File: config.mk
export PLATFORM = sky130hd
export DESIGN_NAME = montgomery_multiplier
export DESIGN_NICKNAME = d
export VERILOG_FILES = /design/src/rtl/montgomery_multiplier.sv
export SDC_FILE = /design/constraint.sdc
export NUM_CORES = 1
export LEC_CHECK = 0
export CELL_PAD_IN_SITES_DETAIL_PLACEMENT = 0
export CELL_PAD_IN_SITES_GLOBAL_PLACEMENT = 1
export CORE_ASPECT_RATIO = 0.9
export CORE_MARGIN = 3
export CORE_UTILIZATION = 46
export DETAILED_ROUTE_END_ITERATION = 10
export GPL_TIMING_DRIVEN = 0
export HOLD_SLACK_MARGIN = 0.15
export PLACE_DENSITY = 0.91
export SKIP_CTS_REPAIR_TIMING = 1
export SLEW_MARGIN = 15
export SYNTH_ARGS = -nofsm -noshare
export SYNTH_HDL_FRONTEND = slang
export SYNTH_SLANG_ARGS = --single-unit
File: constraint.sdc
create_clock -name clk -period 8.2 [get_ports clk]
set_input_delay 1.64 -clock clk [delete_from_list [all_inputs] [get_ports clk]]
set_output_delay 1.64 -clock clk [all_outputs]
set_load 0.02 [all_outputs]
File: src/rtl/montgomery_multiplier.sv
// Radix-2 bit-serial Montgomery multiplier: out = a*b*R^-1 mod modulant, k+2 cycles per product.
// Optional operand/parameter checking is enabled by defining MONT_PARAM_CHECK_EN.
module montgomery_multiplier #(
  parameter int unsigned DATA_WIDTH = 8
) (
  input  logic                  clk,
  input  logic                  reset,
  input  logic                  start,
  input  logic [DATA_WIDTH-1:0] a,
  input  logic [DATA_WIDTH-1:0] b,
  input  logic [DATA_WIDTH-1:0] modulant,
  input  logic [DATA_WIDTH-1:0] r_half,
  output logic [DATA_WIDTH-1:0] out,
  output logic                  busy,
  output logic                  done,
  output logic                  error
);

  localparam int unsigned SW = DATA_WIDTH + 2;

  typedef enum logic [1:0] {IDLE, LOOP, CORRECT} state_t;

  state_t                r_state;
  logic [DATA_WIDTH-1:0] r_a;
  logic [DATA_WIDTH-1:0] r_b;
  logic [DATA_WIDTH-1:0] r_n;
  logic [DATA_WIDTH-1:0] r_rh;
  logic [DATA_WIDTH-1:0] r_mask;
  logic [SW-1:0]         r_s;
  logic [DATA_WIDTH-1:0] r_out;
  logic                  r_busy;
  logic                  r_done;
  logic                  r_error;

  logic [SW-1:0]         w_t0;
  logic [SW-1:0]         w_t;
  logic [SW-1:0]         w_corr;
  logic                  w_last;
  logic                  w_params_ok;

  // One Montgomery iteration: add b if the current a bit is set, make even with N, halve.
  assign w_t0   = r_s + (((r_a & r_mask) != '0) ? SW'(r_b) : '0);
  assign w_t    = w_t0[0] ? (w_t0 + SW'(r_n)) : w_t0;
  // Mask reaching the MSB also ends the loop so an illegal r_half of 0 cannot hang.
  assign w_last = (r_mask == r_rh) || r_mask[DATA_WIDTH-1];
  assign w_corr = (r_s >= SW'(r_n)) ? (r_s - SW'(r_n)) : r_s;

`ifdef MONT_PARAM_CHECK_EN
  logic [DATA_WIDTH:0] w_rh_x2;
  assign w_rh_x2     = {r_half, 1'b0};
  assign w_params_ok = modulant[0]
                    && (r_half != '0)
                    && ((r_half & (r_half - DATA_WIDTH'(1))) == '0)
                    && (modulant >= r_half)
                    && ({1'b0, modulant} < w_rh_x2)
                    && (a < modulant)
                    && (b < modulant);
`else
  assign w_params_ok = 1'b1;
`endif

  always_ff @(posedge clk or posedge reset) begin
    if (reset) begin
      r_state <= IDLE;
      r_a     <= '0;
      r_b     <= '0;
      r_n     <= '0;
      r_rh    <= '0;
      r_mask  <= '0;
      r_s     <= '0;
      r_out   <= '0;
      r_busy  <= 1'b0;
      r_done  <= 1'b0;
      r_error <= 1'b0;
    end else begin
      case (r_state)
        IDLE: begin
          if (start) begin
            if (w_params_ok) begin
              r_a     <= a;
              r_b     <= b;
              r_n     <= modulant;
              r_rh    <= r_half;
              r_s     <= '0;
              r_mask  <= DATA_WIDTH'(1);
              r_done  <= 1'b0;
              r_busy  <= 1'b1;
              r_state <= LOOP;
`ifdef MONT_PARAM_CHECK_EN
              r_error <= 1'b0;
            end else begin
              r_error <= 1'b1;
`endif
            end
          end
        end
        LOOP: begin
          r_s <= w_t >> 1;
          if (w_last) begin
            r_state <= CORRECT;
          end else begin
            r_mask <= r_mask << 1;
          end
        end
        CORRECT: begin
          r_out   <= w_corr[DATA_WIDTH-1:0];
          r_done  <= 1'b1;
          r_busy  <= 1'b0;
          r_state <= IDLE;
        end
        default: r_state <= IDLE;
      endcase
    end
  end

  assign out   = r_out;
  assign busy  = r_busy;
  assign done  = r_done;
  assign error = r_error;

endmodule

==> impl_metrics.toml <==
[route]
drc = 0
first_iter_violations = 272
vias = 3203
wirelength_mm = 8.768
wl_met2_mm = 3.841
drtAntennaViolNets = 0
dr.pass1.iters = 5
wl_per_cell_um = 15.01
highest_layer = "met4"
wl_met1_mm = 4.367
met3_length_um = 468
vias_per_cell = 5.485

[worst_setup_path]
crit_type = "register to register"
r2r_cells = 17
cp.required_ns = 8.47
worst_setup_path_end_kind = "register"
worst_ep_arrival_time_ns = 4.49
crit_fanout = 8
start_kind = "register"

[flow_run]
drv_cap = 0

[synthesis]
async_flop_share_pct = 100.0
synth_fp_nets = 490
synth-warning-count = 1
synth_top_family_by_area = "simple AND/OR/NAND/NOR gates"
yosys.area_share.simple_pct = 22.47
synth_compound_area_share_pct = 17.38
syn-cell-area_um2 = 3692
ys_seq_area_share_pct = 41.34
ys.flop_type = "dfrtp_1"
synth_xor_area_share_pct = 4.270
synth_seq_cells = 61
yosysTopAreaCell = "dfrtp_1"
synth_cell_types = 49
synth-edff-count = 0
synth_area_per_cell_um2 = 8.627
syn_inst = 428
synth_top_area_share_pct = 41.34
synth_adder_area_share_pct = 9.759
synth.area.top_cells = "dfrtp_1, nand2_1, ha_1, o21ai_0, xor2_1"
synth.mux.area_fraction_pct = 0.8133

[timing]
max_slew_margin_pct = 51.07
rsz0062_at_grt = "false"
tns_ns = 0
max_freq_mhz = 236.4
min_period_ns = 4.230
fin_skew_ns = 0.01605
setup_viol = 0
tightest_slew_ns = 0.7339
finalMaxSlewViolations = 0
period_share_pct = 51.58
hold_violations = 0
holdWs_ns = 0.4659

[final_layout]
num-nets-final = 545
final_common_cell = "nand2_1"
final_cell_mix = "nand2_1, dfrtp_1, clkdlybuf4s50_1"
fin_util_pct = 58.61
layout-area-overhead-vs-synth_pct = 21.55
layout-drive-gt1-share_pct = 5.123
fillers = 717
antenna_cells = 0
final_area_um2 = 4488

[worst_hold_path]
hold_path_class = "register to register"
hold_depth = 2

[placed_design]
dp_hpwl_mm = 6.720
port-buffer-count = 44
place_area_um2 = 4255
place_congestion = 0.8958

[clock_network]
cts_made_buffers = 9
clk-insertion-delay-late_ns = 0.34
root_buffer = "clkbuf_8"
cts.sinks = 61
clk_pin_slew_worst_paths_ns = 0.07
clk_path_buf_depth = 2
htreeDepth = 3
cts_tree = "built"

[grt]
grt_pass1_vias = 3062
antenna_found_initial = 0
grt_max_degree = 62
grt_pass1_wl_mm = 14.55
grt.overflow.total = 0
grt_usage_pct = 19.98

[floorplan]
ios = 46
die_area_um2 = 9140
rows = 30
die_width_um = 100.4
core_area_um2 = 7657
start_util_pct = 48.22
die_h_um = 91.00

[pwr]
powerDensity_nw_per_um2 = 466.0
irDropWorstVdd_uv = 176.4
p_leak_nw = 2.138

[run_status]
status = "completed"
[routing by layer]
metal  up-vias  GRT usage, %
li1       1596             -
met1      1508         29.56
met2        87         29.86
met3        12         3.687
met4         0         5.612
met5         -             0
[cells in the mapped netlist (all sizes together) (6+ instances only)]
master	count
dfrtp	61
clkbuf	15
a21oi	15
xnor2	6
nand2	112
o31a	6
nor3	6
and2	9
ha	24
inv	21
xor2	12
o21a	8
nand4	6
o21ai	34
nand3	11
nor2b	9
nor2	17
[final timing paths]
check / endpoint / start / slack (ns)
worst min register to register: r_b[3] / r_b[3] / 0.47
min in group asynchronous: out[7] / reset / 1.79
max in group asynchronous: r_b[4] / reset / 5.93
worst min-delay path: r_b[3] / r_b[3] / 0.47
worst max register to register: r_s[8] / r_mask[4] / 3.97
worst max-delay path: r_s[8] / r_mask[4] / 3.97
[kinds of logic (layout without fill, tap and decap cells)]
family | after synthesis | in the layout
mux | 3 | 3
buf+inv | 37 | 97
other cells | 1 | 1
xor+xnor | 18 | 18
flops | 61 | 61
simple gates | 185 | 185
fa+ha+maj | 27 | 27
compound gates | 96 | 96
[sequential cells by signal, summed over array words and instances, names as in the netlist]
register and cells:
r_b 8, r_mask 8, busy 1, r_a 8
out 8, r_state 2, done 1, r_n 8
r_rh 8, r_s 9
[worst max-delay path: stages (launching register included)]
cell and delay [ns]:
dfrtp_1 0.45, a22oi_1 0.27, nand4_1 0.30, and2_1 0.28, ha_1 0.20, inv_1 0.07
fa_1 0.20, nor2b_1 0.07, o31a_1 0.27, or2_2 0.29, a211o_1 0.32, and2_1 0.18
ha_1 0.32, o21ai_0 0.10, a21oi_1 0.09, o31a_1 0.27, a2111o_1 0.40, nand3_1 0.07
[report_power, final]
part / switching [mW] / internal (mW) / leakage [nW]
registers: 0.120 / 0.439 / 0.770
logic: 0.691 / 0.531 / 1.25
clock network: 0.123 / 0.188 / 0.116
[per-stage QoR]
step                      worst slack, ns  std cells  power [mW]
final                               3.970        584       2.092
after global routing                3.623        584       2.281
after CTS                           3.959        584       2.095
after detailed placement            4.003        568       1.769
after global placement              3.944        568       1.731
after floorplan                     4.566        428       1.458
[final cells by class]
cell class                 count  area, µm²  share of cell area [%]
clock inverter                 5      81.33                   1.812
clock buffer                  11      151.4                   3.373
tap                           96      120.1                   2.676
buffer                        16      63.81                   1.422
sequential                    61       1526                   34.01
timing repair buffer          44      440.4                   9.813
multi-input combinational    330       2023                   45.08
inverter                      21      81.33                   1.812
Note: power is estimated with default switching activity, not from simulation.
